### config.mk
export PLATFORM = sky130hd
export DESIGN_NAME = eq_match_counter
export DESIGN_NICKNAME = d
export VERILOG_FILES = /design/src/rtl/eq_match_pkg.sv /design/src/rtl/eq_match_channel.sv /design/src/rtl/eq_match_counter.sv
export SDC_FILE = /design/constraint.sdc
export NUM_CORES = 1
export LEC_CHECK = 0
export CAP_MARGIN = 5
export CORE_ASPECT_RATIO = 0.6
export CORE_MARGIN = 1
export CORE_UTILIZATION = 40
export DETAILED_ROUTE_END_ITERATION = 6
export GPL_ROUTABILITY_DRIVEN = 1
export PLACE_DENSITY_LB_ADDON = 0.12
export SYNTH_ARGS = -nofsm -noshare
export SYNTH_HDL_FRONTEND = slang
export SYNTH_SLANG_ARGS = --single-unit
### constraint.sdc
create_clock -name clk -period 4.29 [get_ports clk]
set_input_delay 0.858 -clock clk [delete_from_list [all_inputs] [get_ports clk]]
set_output_delay 0.858 -clock clk [all_outputs]
set_load 0.1 [all_outputs]
### src/rtl/eq_match_pkg.sv
// Shared types and default parameters for the equality match counter.
// Provides the counting-mode enum used by the channel datapath.
package eq_match_pkg;

    typedef enum logic {
        LEVEL = 1'b0,
        EDGE  = 1'b1
    } cnt_mode_e;

    localparam int unsigned DEF_NCH      = 4;
    localparam int unsigned DEF_HALF_W   = 2;
    localparam int unsigned DEF_CNT_W    = 8;
    localparam bit          DEF_SATURATE = 1'b1;

endpackage

### src/rtl/eq_match_channel.sv
// One channel: half-field comparator, counter, prev/match history,
// sticky hit and ovf flags.
// Ports: clk, rst_n, valid_i, field_i, mode_i, clr_i, thresh_i,
//        cnt_o, match_o, hit_o, ovf_o.
module eq_match_channel
    import eq_match_pkg::*;
#(
    parameter int unsigned HALF_W   = DEF_HALF_W,
    parameter int unsigned CNT_W    = DEF_CNT_W,
    parameter bit          SATURATE = DEF_SATURATE
) (
    input  logic                  clk,
    input  logic                  rst_n,
    input  logic                  valid_i,
    input  logic [2*HALF_W-1:0]   field_i,
    input  logic                  mode_i,
    input  logic                  clr_i,
    input  logic [CNT_W-1:0]      thresh_i,
    output logic [CNT_W-1:0]      cnt_o,
    output logic                  match_o,
    output logic                  hit_o,
    output logic                  ovf_o
);

    logic [CNT_W-1:0] cnt_q, cnt_d, cnt_inc;
    logic             prev_q, prev_d;
    logic             match_q, match_d;
    logic             hit_q, hit_d;
    logic             ovf_q, ovf_d;
    logic             eq, inc, at_max;
    cnt_mode_e        mode;

    assign mode   = cnt_mode_e'(mode_i);
    assign eq     = (field_i[2*HALF_W-1:HALF_W] == field_i[HALF_W-1:0]);
    assign at_max = (cnt_q == {CNT_W{1'b1}});

    // Edge mode only counts the rising edge of equality across valid samples.
    assign inc = valid_i && eq && ((mode == LEVEL) || !prev_q);

    always_comb begin
        cnt_inc = cnt_q + 1'b1;
        if (at_max) begin
            cnt_inc = SATURATE ? cnt_q : '0;
        end
    end

    always_comb begin
        cnt_d   = cnt_q;
        prev_d  = prev_q;
        match_d = match_q;
        hit_d   = hit_q;
        ovf_d   = ovf_q;
        if (clr_i) begin
            cnt_d   = '0;
            prev_d  = 1'b0;
            match_d = 1'b0;
            hit_d   = 1'b0;
            ovf_d   = 1'b0;
        end else if (valid_i) begin
            prev_d  = eq;
            match_d = eq;
            if (inc) begin
                cnt_d = cnt_inc;
                if (at_max) begin
                    ovf_d = 1'b1;
                end
                if ((thresh_i != '0) && (cnt_inc == thresh_i)) begin
                    hit_d = 1'b1;
                end
            end
        end
    end

    always_ff @(posedge clk or negedge rst_n) begin
        if (!rst_n) begin
            cnt_q   <= '0;
            prev_q  <= 1'b0;
            match_q <= 1'b0;
            hit_q   <= 1'b0;
            ovf_q   <= 1'b0;
        end else begin
            cnt_q   <= cnt_d;
            prev_q  <= prev_d;
            match_q <= match_d;
            hit_q   <= hit_d;
            ovf_q   <= ovf_d;
        end
    end

    assign cnt_o   = cnt_q;
    assign match_o = match_q;
    assign hit_o   = hit_q;
    assign ovf_o   = ovf_q;

endmodule

### src/rtl/eq_match_counter.sv
// Multi-channel equality counter: slices in_data into NCH fields and
// packs per-channel count/match/hit/ovf. Ports: clk, rst_n, in_valid,
// in_data, mode, clr, thresh, equal_cnt, match, hit, ovf.
module eq_match_counter
    import eq_match_pkg::*;
#(
    parameter int unsigned NCH      = DEF_NCH,
    parameter int unsigned HALF_W   = DEF_HALF_W,
    parameter int unsigned CNT_W    = DEF_CNT_W,
    parameter bit          SATURATE = DEF_SATURATE
) (
    input  logic                    clk,
    input  logic                    rst_n,
    input  logic                    in_valid,
    input  logic [NCH*2*HALF_W-1:0] in_data,
    input  logic                    mode,
    input  logic                    clr,
    input  logic [CNT_W-1:0]        thresh,
    output logic [NCH*CNT_W-1:0]    equal_cnt,
    output logic [NCH-1:0]          match,
    output logic [NCH-1:0]          hit,
    output logic [NCH-1:0]          ovf
);

    for (genvar c = 0; c < NCH; c++) begin : g_ch
        eq_match_channel #(
            .HALF_W   (HALF_W),
            .CNT_W    (CNT_W),
            .SATURATE (SATURATE)
        ) u_ch (
            .clk      (clk),
            .rst_n    (rst_n),
            .valid_i  (in_valid),
            .field_i  (in_data[c*2*HALF_W +: 2*HALF_W]),
            .mode_i   (mode),
            .clr_i    (clr),
            .thresh_i (thresh),
            .cnt_o    (equal_cnt[c*CNT_W +: CNT_W]),
            .match_o  (match[c]),
            .hit_o    (hit[c]),
            .ovf_o    (ovf[c])
        );
    end

endmodule

## Word level (Yosys, flattened, before mapping)

Cells that the tools add are included.

| storage, ports and cells | value |
|---|---|
| flip-flop bits (word level) | 44 |
| word-level logic and storage cells | 135 |

| cells by class | value |
|---|---|
| add/sub/neg operators | 4 |
| eq/ne operators | 12 |
| mux-type cells | 56 |
| bitwise operators | 1 |
| reductions and logical operators | 46 |

Operator list:

| kind | number |
|---|---|
| $mux 8 | 16 |
| $mux 1 | 40 |
| $add 8x1->8 const B | 4 |
| $eq 8x8->1 | 4 |
| $eq 8x8->1 const B | 4 |
| $reduce_bool 2->1 | 13 |
| $reduce_and 3->1 | 8 |
| $logic_and 1x1->1 | 12 |
| $eq 2x2->1 | 4 |
| $reduce_and 2->1 | 4 |
| $reduce_bool 8->1 | 1 |
| $logic_not 1->1 | 4 |
| $logic_or 1x1->1 | 4 |
| $not 1->1 | 1 |

## Logic depth before layout (Yosys ltp)

Gate-level depths: netlist (run 1).

| logic depth | value |
|---|---|
| word-level depth | 8 |
| gate-level depth with buffers | 9 |
| depth with buffers taken out | 7 |

## Hierarchy

A second synthesis (run 1) with hierarchy kept.

| unflattened totals | value |
|---|---|
| cell total of the unflattened synthesis | 468 |
| area total of the unflattened synthesis | 3843.7 um2 |

Modules (own cells, without submodules):

| module | times used | cells an instance | area an instance (um2) | sequential area each (um2) |
|---|---|---|---|---|
| eq_match_channel | 4 | 117 | 960.9 | 275.3 |

## Worst setup path after synthesis (run 1)

No wires, ideal clock.

| path | value |
|---|---|
| path kind | reg-to-reg |
| from | reg g_ch[1].u_ch.cnt_q[0] |
| to | reg g_ch[1].u_ch.hit_q |
| library setup time | 0.096 ns |
| arrival time | 2.580 ns |
| path slack | 1.615 ns |
| cell stages (with the launch flop) | 8 |
| path through | dfrtp_1 ha_1 nand3_1 nor2_4 or4b_1 o31ai_1 nand2_1 o32ai_2 |

| between the ends | value |
|---|---|
| word-level cells in the longest chain between the ends | 6 |

Ends and longest elaborated chain:

| item | line | source |
|---|---|---|
| start: declaration | eq_match_channel.sv:25 | `logic [CNT_W-1:0] cnt_q, cnt_d, cnt_inc;` |
| start signal: assignment | eq_match_channel.sv:82 | `cnt_q <= cnt_d;` |
| $add 8x1->8 or $eq 8x8->1 (tied branches) | eq_match_channel.sv:41, eq_match_channel.sv:35 |  |
| $mux 8 (*) | eq_match_channel.sv:42 | `if (at_max) begin` |
| $eq 8x8->1 (*) | eq_match_channel.sv:67 | `if ((thresh_i != '0) && (cnt_inc == thresh_i)) begin` |
| $logic_and 1x1->1 (*) | eq_match_channel.sv:67 |  |
| $reduce_bool 2->1 (no line) (*) | n/a |  |
| $reduce_and 3->1 (no line) (*) | n/a |  |
| end signal: assignment | eq_match_channel.sv:85 | `hit_q <= hit_d;` |
| end: declaration | eq_match_channel.sv:28 | `logic hit_q, hit_d;` |

Mark *: on every way between the ends. The rest lies on a longest branch, timed or not.
A chain may end at the register's enable or synchronous reset.

## Final worst setup path (run 1)

| path | value |
|---|---|
| from | reg g_ch[2].u_ch.cnt_q[7] |
| to | out equal_cnt[23] |

RTL lines:

| item | line | source |
|---|---|---|
| start: declaration | eq_match_channel.sv:25 |  |
| start signal: assignment | eq_match_channel.sv:82 |  |
| end: declaration | eq_match_counter.sv:19 | `output logic [NCH*CNT_W-1:0] equal_cnt,` |

No word-level cell between the ends.

==> summary.txt, run 1 <==
CTS
  • Cells resized by post-CTS repair: 0
  • Clk slew on worst S/H paths: 0.06 ns
  • Max clock buf depth: 2
  • Hold buffers post-CTS: 0
  • Root Buffer: clkbuf_16
  • H-tree Lvls: 2
  • Post-CTS Setup Inserts: 0
  • Sink Count: 44
  • Total CTS buffers: 5
  • CTS tree: built
  • Clock Latency Late Sink: 0.29 ns

Global route
  • GRT Total Usage: 21.8%
  • Grt ovf: 0
  • Initial antenna violation count: 0
  • Wire length of the first global-routing pass: 14800 um
  • Number of global-route vias before repair: 2835
  • Largest net degree at the start of global routing: 45

STA
  • Worst Skew: 0.00540 ns
  • RSZ-0062 raised after global routing: no
  • Max Slew Vio Count: 0
  • Final Cycle Share: 69.2%
  • Minimum clock period: 2.97 ns
  • TNS Setup: 0 ns
  • Relative slew slack: 30.1%
  • Worst Tran Pin Value: 1.05 ns
  • Final setup viols: 0
  • Fin Hold WS: 0.496 ns
  • Hold Fails Final Rpt: 0
  • F_max: 337 MHz

Routing
  • Total number of vias: 3118
  • Iter 0 DRT Violations: 223
  • Residual DRC: 0
  • Post-Route WL: 9330 um
  • WL per Instance: 16.7 um
  • Final ANT Viol Nets: 0
  • Average vias per placed instance: 5.60
  • Pre-antenna DRT Iters: 5

Synth
  • Synth warnings: 0
  • Post-synth EDFFs: 0
  • Number of register bits inferred by synthesis: 44
  • Mean Syn Cell Area: 8.36 sq um
  • Mux share of post-synthesis cell area: 5.41%
  • Compound-Gate Fraction of Synth Area: 13.5%
  • Most used DFF post-synth: dfrtp_1
  • Adder-cell share of the synthesized area: 1.77%
  • Cells after Synth: 407
  • Synth top area cells: dfrtp_1 32%, xnor2_1 8.5%, xor2_1 5.1%, a21oi_1 4.7%, nor2_1 4.5%
  • Post-Syn Nets: 440
  • Synth cell types: 61
  • Post-synth top area share: 32.4%
  • Yosys top cell by area: dfrtp_1
  • Cell Area, Synth: 3400 sq um
  • Post-synth ARST share: 100%
  • Simple-Gate Fraction of Synth Area: 26.0%
  • Synth Area in XOR/XNOR: 13.6%
  • Largest family of logic cells by synthesized area: simple AND/OR/NAND/NOR gates
  • Seq/Total Area, Yosys: 32.4%

Power and ir drop
  • Worst vdd ir: 0.000118 V
  • Lkg Pwr: 1.58 nW
  • Pwr Density: 248 nW/um^2

Floorplan
  • Initial Util: 42.2%
  • FP Rows: 25
  • Core area: 8070 sq um
  • Die height: 73.4 um
  • IO Count: 73
  • Die W: 121 um
  • Die ar.: 8890 sq um

Layout
  • Register area: 1100 sq um
  • Final Non-Filler Cells: 557
  • Diodes inserted: 0
  • Post-route cell area: 4210 sq um
  • Layout cells sized above 1: 5.35%
  • Layout Area Growth over Synthesis: 23.7%
  • Area of the multi-input gates: 2050 sq um
  • Fillers: 763
  • Layout Nets: 482

Worst setup path
  • R2R Setup Slk: 2.07 ns
  • Buffers & Inverters on Critical Path: 1
  • R2R Path Start: g_ch[1].u_ch.cnt_o[0]$_DFFE_PN0P_
  • Crit path largest cell delay: 1.22 ns
  • Required @ worst endpoint: 3.43 ns
  • Worst path arrival time: 2.11 ns
  • Crit path max-delay family: buffers and inverters
  • Crit-path max FO: 14
  • Critical Path Start Type: register
  • Crit Path Category: register to output port
  • Worst setup EP type: output port
  • Worst path slowest cell: clkdlybuf4s50_1
  • R2R cell count: 7
  • FF-to-FF End: g_ch[1].u_ch.hit_o$_DFFE_PN0P_
  • CP Cell Sequence: clkdlybuf4s50_1

Placed design
  • DP HPWL: 6510 um
  • Placed Cells: 550
  • Routability-driven placement congestion ratio: 0.810
  • Post-place instance area: 4060 sq um
  • Port bufs: 72

Hold path
  • Hold crit path type: register to register
  • Hold depth: 2
  • Hold wc startpoint: g_ch[3].u_ch.ovf_o$_DFFE_PN0P_
  • Worst Hold End: g_ch[3].u_ch.ovf_o$_DFFE_PN0P_

Run status
  • Outcome: finished clean

Run
  • MaxCap Viol Count: 0
==> worst max path at each step <==
stage,startpoint,end,slack [ns],depth (start not counted)
after floorplan,g_ch[1].u_ch.cnt_o[0]$_DFFE_PN0P_,g_ch[1].u_ch.hit_o$_DFFE_PN0P_,1.61,7
after global placement,in_valid,g_ch[1].u_ch.cnt_o[1]$_DFFE_PN0P_,1.31,6
after detailed placement,in_valid,g_ch[1].u_ch.cnt_o[1]$_DFFE_PN0P_,1.26,6
after CTS,g_ch[2].u_ch.cnt_o[7]$_DFFE_PN0P_,equal_cnt[23],1.35,1
after global routing,g_ch[2].u_ch.cnt_o[7]$_DFFE_PN0P_,equal_cnt[23],1.28,1
final,g_ch[2].u_ch.cnt_o[7]$_DFFE_PN0P_,equal_cnt[23],1.32,1
==> sequential cells by signal (all words and copies together), names as in the netlist <==
| name | count |
|---|---|
| g_ch.u_ch.prev_q | 3 |
| g_ch.u_ch.hit_o | 4 |
| g_ch.u_ch.ovf_o | 4 |
| g_ch.u_ch.match_o | 1 |
| g_ch.u_ch.cnt_o | 32 |
==> routing by layer <==
layer / vias up / track usage, % / wire length (um)
li1: 1519 / - / -
met1: 1471 / 33.0 / 4890
met4: 0 / 7.27 / 124
met3: 15 / 4.19 / 622
met2: 113 / 30.7 / 3690
met5: - / 0 / 0
==> cells by family after synthesis <==
logic type | count (synthesis)
adders and majority gates | 5
buffers and inverters | 49
DFF | 44
and+or+nand+nor | 169
AOI/OAI and AO/OA | 69
muxes | 18
xor gates and xnor gates | 53
==> placed cells by master (no fill, tap or decap), drive strengths merged, types with 6 or more instances in the layout <==
| cell | n |
|---|---|
| dfrtp | 44 |
| a311oi | 8 |
| clkbuf | 7 |
| a21oi | 33 |
| clkdlybuf4s50 | 71 |
| xor2 | 20 |
| nand4 | 10 |
| and3 | 11 |
| inv | 11 |
| mux2i | 15 |
| nand3 | 21 |
| and4 | 6 |
| nor2 | 44 |
| nor3 | 17 |
| xnor2 | 33 |
| and2 | 6 |
| nand2 | 34 |
==> report_power, final <==
group | switching (W) | internal, W
Combinational | 0.000132 | 0.0000724
Sequential | 0.00000927 | 0.000421
Clock | 0.000166 | 0.000245
Total | 0.000307 | 0.000738
==> area by class of cell <==
class	count	share of cell area [%]
repair buffers	73	17.2
multi-input cells	314	48.8
inverters	11	0.981
flip-flops and latches	44	26.2
well taps	108	3.21
clock buffers	7	3.63
==> synth_stat cells (11+ instances only) <==
cell type / n
nor3_1: 16
nor2_1: 41
inv_1: 11
xor2_1: 20
a21oi_1: 32
xnor2_1: 33
nand3_1: 21
dfrtp_1: 44
buf_4: 13
clkbuf_1: 18
nand2_1: 34
mux2i_1: 15
==> per-stage QoR <==
step / power (W) / setup slack, ns / utilization [%]
after global placement: 0.000639 / 1.31 / 50.2
after CTS: 0.00105 / 1.35 / 52.1
final: 0.00105 / 1.32 / 52.1
after global routing: 0.00108 / 1.28 / 52.1
after detailed placement: 0.000641 / 1.26 / 50.2
after floorplan: 0.000571 / 1.61 / -
Note: power is estimated with default switching activity, not from simulation.
==> run 2, diff against run 1 <==
==> constraint.sdc (replaced) <==
create_clock -name clk -period 2.75 [get_ports clk]
set_input_delay 0.55 -clock clk [delete_from_list [all_inputs] [get_ports clk]]
set_output_delay 0.55 -clock clk [all_outputs]
set_load 0.1 [all_outputs]
==> summary.txt, run 2 (same netlist as run 1, synthesis figures left out) <==
Power and ir drop
  • Lkg Pwr: 1.74 nW (+10%)
  • Tot Pwr: 0.00161 W (+54%)
  • Worst vdd ir: 0.000223 V (+90%)
  • Pwr Density: 384 nW/um^2 (+55%)

Routing
  • Post-Route WL: 9690 um (+3.9%)
  • Iter 0 DRT Violations: 261 (+17%)
  • Total number of vias: 3214 (+3.1%)
  • Final ANT Viol Nets: 0 (unchanged)
  • WL per Instance: 16.9 um (+0.98%)
  • Residual DRC: 0 (unchanged)
  • Average vias per placed instance: 5.61 (+0.20%)
  • Pre-antenna DRT Iters: 5 (unchanged)

Global route
  • Wire length of the first global-routing pass: 15500 um (+4.9%)
  • Grt ovf: 0 (unchanged)
  • GRT Total Usage: 22.8% (+1.0 points)
  • Initial antenna violation count: 0 (unchanged)
  • Number of global-route vias before repair: 2967 (+4.7%)
  • Largest net degree at the start of global routing: 45 (unchanged)

STA
  • F_max: 448 MHz
  • RSZ-0062 raised after global routing: no
  • Hold Fails Final Rpt: 0 (unchanged)
  • Max Slew Vio Count: 0 (unchanged)
  • Final setup viols: 0 (unchanged)
  • Relative slew slack: 59.3% (+29 points)
  • Worst Tran Pin Value: 0.611 ns (-0.437 ns)
  • TNS Setup: 0 ns (unchanged)
  • Setup slack after layout: 0.516 ns (-0.805 ns)
  • Final Cycle Share: 81.2%
  • Minimum clock period: 2.23 ns
  • Worst Skew: 0.00622 ns (+0.000830 ns)

CTS
  • Post-CTS Setup Inserts: 0 (unchanged)
  • Sink Count: 44 (unchanged)
  • Total CTS buffers: 5 (unchanged)
  • CTS tree: built
  • Cells resized by post-CTS repair: 0 (unchanged)
  • H-tree Lvls: 2 (unchanged)
  • Hold buffers post-CTS: 0 (unchanged)
  • Max clock buf depth: 2 (unchanged)
  • Root Buffer: clkbuf_16
  • Clock Latency Late Sink: 0.29 ns (about the same)
  • Clk slew on worst S/H paths: 0.06 ns (about the same)

Layout
  • Commonest cells after routing, fill and taps aside: 60 x buf_4, 44 x dfrtp_1, 41 x nor2_1
  • Max reg flops: 32 (unchanged)
  • Post-Route Utilization: 52.1% (about the same)
  • Commonest non-fill, non-tap cell in the layout: buf_4
  • Final Non-Filler Cells: 573 (+2.9%)
  • Layout Area Growth over Synthesis: 23.6% (about the same)
  • Layout Nets: 497 (+3.1%)
  • Layout cells sized above 1: 17.6% (+12 points)
  • Diodes inserted: 0 (unchanged)
  • Fillers: 743 (-2.6%)

Worst setup path
  • Required @ worst endpoint: 2.94 ns (-0.49 ns)
  • Worst path arrival time: 2.43 ns (+0.32 ns)
  • Crit-path max FO: 8 (-6)
  • Crit Path Category: register to register
  • Worst setup EP type: register
  • Critical Path Start Type: register
  • R2R Setup Slk: 0.52 ns (-1.55 ns)

Placed design
  • DP HPWL: 7270 um (+12%)
  • Port bufs: 72 (unchanged)
  • Placed Cells: 565 (+2.7%)
  • Dpl ws: 0.276 ns (-0.981 ns)
  • Routability-driven placement congestion ratio: 0.890 (+9.9%)

Run
  • MaxCap Viol Count: 0 (unchanged)

Floorplan
  • FP Rows: 25 (unchanged)
  • IO Count: 73 (unchanged)
  • Die W: 121 um (unchanged)
  • Die ar.: 8890 sq um (unchanged)
  • Core area: 8070 sq um (unchanged)
  • Initial Util: 42.2% (unchanged)
  • Die height: 73.4 um (unchanged)

Run status
  • Outcome: finished clean

Hold path
  • Hold crit path type: primary input to async pin
==> run 2: cell types whose count changed in the layout (fill, tap and decap cells not counted), sizes merged <==
| cell | change |
|---|---|
| buf | +59 |
| clkdlybuf4s50 | -44 |
| clkbuf | +1 |
==> run 2: per-layer routing <==
metal | GRT usage, % | vias up | share of wire [%]
li1 | - | 1553 | -
met1 | 35.1 | 1518 | 51
met5 | 0 | - | 0
met2 | 32.5 | 135 | 41
met4 | 4.66 | 0 | 0.90
met3 | 4.66 | 8 | 7.5
==> run 2: worst paths after layout <==
path	from	to	cells after the start
setup / recovery	g_ch[1].u_ch.cnt_o[0]$_DFFE_PN0P_	g_ch[1].u_ch.hit_o$_DFFE_PN0P_	7
hold / removal	rst_n	g_ch[3].u_ch.match_o$_DFFE_PN0P_	1
setup reg to reg	g_ch[1].u_ch.cnt_o[0]$_DFFE_PN0P_	g_ch[1].u_ch.hit_o$_DFFE_PN0P_	7
hold reg to reg	g_ch[0].u_ch.ovf_o$_DFFE_PN0P_	g_ch[0].u_ch.ovf_o$_DFFE_PN0P_	2
max in group asynchronous	rst_n	g_ch[1].u_ch.cnt_o[5]$_DFFE_PN0P_	2
min in group clk	g_ch[0].u_ch.ovf_o$_DFFE_PN0P_	g_ch[0].u_ch.ovf_o$_DFFE_PN0P_	2
==> run 2: power by group <==
part / internal (W) / switching, W / leakage, nW
clock: 0.000363 / 0.000249 / 0.0712
combinational: 0.000123 / 0.000208 / 1.06
sequential: 0.000656 / 0.0000156 / 0.612
total: 0.00114 / 0.000472 / 1.74
==> run 2: cell type report <==
type / instances / area, sq um / area share (%)
repair buffers: 88 / 726 / 17.3
multi-input cells: 314 / 2050 / 48.9
clock buffers: 8 / 146 / 3.48
flip-flops and latches: 44 / 1100 / 26.2
inverters: 11 / 41.3 / 0.982
well taps: 108 / 135 / 3.21
==> run 2: through the flow <==
step                hold WS (ns)  cell area [sq um]
floorplan                  0.254               3400
global placement           0.485               4060
detailed placement         0.492               4060
CTS                        0.293               4200
global route               0.331               4200
finish                     0.271               4200
==> run 2: worst max-delay path: stages, from the launching register on <==
cell and delay, ns:
dfrtp_1 0.48, ha_1 0.34, nand3_1 0.20, nor2_4 0.26, or4b_1 0.46, o31ai_1 0.08
nand2_1 0.09, o32ai_2 0.24
==> run 3, diff against run 2 <==
==> constraint.sdc (replaced) <==
create_clock -name clk -period 1.8 [get_ports clk]
set_input_delay 0.36 -clock clk [delete_from_list [all_inputs] [get_ports clk]]
set_output_delay 0.36 -clock clk [all_outputs]
set_load 0.1 [all_outputs]
==> summary.txt, run 3 (same netlist as run 1, synthesis figures left out) <==
STA
  • Relative slew slack: 71.2% (+12 points)
  • Worst Skew: 0.00346 ns (-0.00276 ns)
  • Hold Fails Final Rpt: 1 (+1)
  • Final Cycle Share: 106% (+25 points)
  • RSZ-0062 raised after global routing: yes
  • F_max: 525 MHz (+17%)
  • Fin Hold WS: -0.000133 ns (-0.271 ns)
  • Max Slew Vio Count: 0 (unchanged)
  • Setup slack after layout: -0.105 ns (-0.621 ns)
  • Final setup viols: 2 (+2)
  • Worst Tran Pin Value: 0.432 ns (-0.179 ns)
  • Minimum clock period: 1.90 ns (-0.329 ns)

Floorplan
  • Die W: 121 um (unchanged)
  • IO Count: 73 (unchanged)
  • Die ar.: 8890 sq um (unchanged)
  • Die height: 73.4 um (unchanged)
  • Core area: 8070 sq um (unchanged)
  • FP Rows: 25 (unchanged)
  • Initial Util: 42.2% (unchanged)

Routing
  • Final ANT Viol Nets: 0 (unchanged)
  • Residual DRC: 0 (unchanged)
  • Post-Route WL: 10700 um (+10%)
  • WL per Instance: 16.6 um (-1.8%)
  • Average vias per placed instance: 5.37 (-4.3%)
  • Iter 0 DRT Violations: 333 (+28%)
  • Total number of vias: 3456 (+7.5%)
  • Pre-antenna DRT Iters: 4 (-1)

Placed design
  • Port bufs: 72 (unchanged)
  • Routability-driven placement congestion ratio: 0.897 (+0.75%)
  • DP HPWL: 8060 um (+11%)
  • Post-place instance area: 5320 sq um (+31%)

Worst setup path
  • Crit-path max FO: 4 (-4)
  • FF-to-FF End: g_ch[1].u_ch.hit_o$_DFFE_PN0P_
  • Critical Path Start Type: register
  • R2R cell count: 6 (-1)
  • R2R Setup Slk: -0.10 ns (-0.62 ns)
  • R2R Path Start: g_ch[1].u_ch.cnt_o[0]$_DFFE_PN0P_
  • CP startpoint: g_ch[1].u_ch.cnt_o[0]$_DFFE_PN0P_
  • Worst path arrival time: 2.10 ns (-0.33 ns)
  • Required @ worst endpoint: 2.00 ns (-0.94 ns)
  • Crit Path Category: register to register
  • Worst setup EP type: register
  • Setup crit end: g_ch[1].u_ch.hit_o$_DFFE_PN0P_

Run status
  • Violated checks: hold timing, setup timing
  • Outcome: complete, but fails checks

CTS
  • Total CTS buffers: 5 (unchanged)
  • Max clock buf depth: 2 (unchanged)
  • Sink Count: 44 (unchanged)
  • Clk slew on worst S/H paths: 0.06 ns (about the same)
  • Hold buffers post-CTS: 0 (unchanged)
  • Clock Latency Late Sink: 0.29 ns (about the same)
  • Root Buffer: clkbuf_16
  • CTS tree: built
  • H-tree Lvls: 2 (unchanged)

Run
  • MaxCap Viol Count: 0 (unchanged)

Layout
  • Post-route cell area: 5710 sq um (+36%)
  • Commonest cells after routing, fill and taps aside: 85 x buf_4, 45 x buf_12, 38 x nor2_1
  • Commonest non-fill, non-tap cell in the layout: buf_4
  • Layout Area Growth over Synthesis: 67.8%
  • Post-Route Utilization: 70.7% (+19 points)
  • Layout cells sized above 1: 42.9% (+25 points)
  • Layout Nets: 568 (+14%)
  • Diodes inserted: 0 (unchanged)
  • Max reg flops: 32 (unchanged)

Power and ir drop
  • Worst vdd ir: 0.000336 V (+50%)
  • Pwr Density: 464 nW/um^2 (+21%)
  • Lkg Pwr: 2.29 nW (+31%)

Global route
  • Largest net degree at the start of global routing: 29 (-36%)
  • GRT Total Usage: 24.8% (+2.0 points)
  • Wire length of the first global-routing pass: 16900 um (+9.1%)
  • Grt ovf: 0 (unchanged)
  • Number of global-route vias before repair: 3238 (+9.1%)
  • Initial antenna violation count: 0 (unchanged)

Hold path
  • Hold crit path type: primary input to async pin
## run 3: per-stage QoR
step | cells | setup WS, ns | power, W | TNS (ns)
3_3_place_gp | 626 | -0.483 | 0.00168 | -6.02
6_report | 644 | -0.105 | 0.00265 | -0.105
3_5_place_dp | 626 | -0.451 | 0.00169 | -6.12
2_1_floorplan | 407 | -0.218 | 0.00138 | -0.857
4_1_cts | 638 | -0.0520 | 0.00265 | -0.0520
5_1_grt | 644 | -0.150 | 0.00276 | -0.226
## run 3: area by class of cell
cell class / count / area [sq um]
repair buffers: 158 / 1820
well taps: 108 / 135
flip-flops and latches: 44 / 1210
inverters: 11 / 41.3
clock buffers: 8 / 146
multi-input cells: 315 / 2360
fillers: 634 / 2360
## run 3: critical path, stage by stage, from the launching register on
cell     delay, ns
dfrtp_4       0.51
and3_4        0.20
and3_1        0.22
xnor2_2       0.21
mux2i_1       0.12
o31a_1        0.30
o32ai_2       0.24
## run 3: worst min path at each step
stage	endpoint	cells after the start	slack (ns)	start
floorplan	g_ch[0].u_ch.hit_o$_DFFE_PN0P_	0	0.06	rst_n
global placement	g_ch[0].u_ch.cnt_o[3]$_DFFE_PN0P_	1	0.32	rst_n
detailed placement	g_ch[0].u_ch.cnt_o[3]$_DFFE_PN0P_	1	0.32	rst_n
CTS	g_ch[0].u_ch.cnt_o[3]$_DFFE_PN0P_	1	0.008	rst_n
global route	g_ch[0].u_ch.cnt_o[3]$_DFFE_PN0P_	1	0.03	rst_n
finish	g_ch[0].u_ch.cnt_o[3]$_DFFE_PN0P_	1	-0.0001	rst_n
## run 3: routing by layer
layer / vias to the layer above / GRT usage, % / routed length [um]
met5: - / 0 / 0
met3: 5 / 4.81 / 734
li1: 1690 / - / -
met2: 119 / 37.0 / 4600
met4: 0 / 4.53 / 57
met1: 1642 / 37.3 / 5310
## run 3: timing repair
action / in CTS / in global routing
gates cloned: 0 / 1
setup endpoints to repair: 4 / 15
hold endpoints to repair: 0 / 0
setup buffers: 4 / 5
pin swaps: 3 / 14
resized for setup: 13 / 27
## run 3: report_power, final
group | total [W] | internal, W | switching, W
registers | 0.00103 | 0.00101 | 0.0000234
clock network | 0.000952 | 0.000555 | 0.000397
logic | 0.000667 | 0.000303 | 0.000364
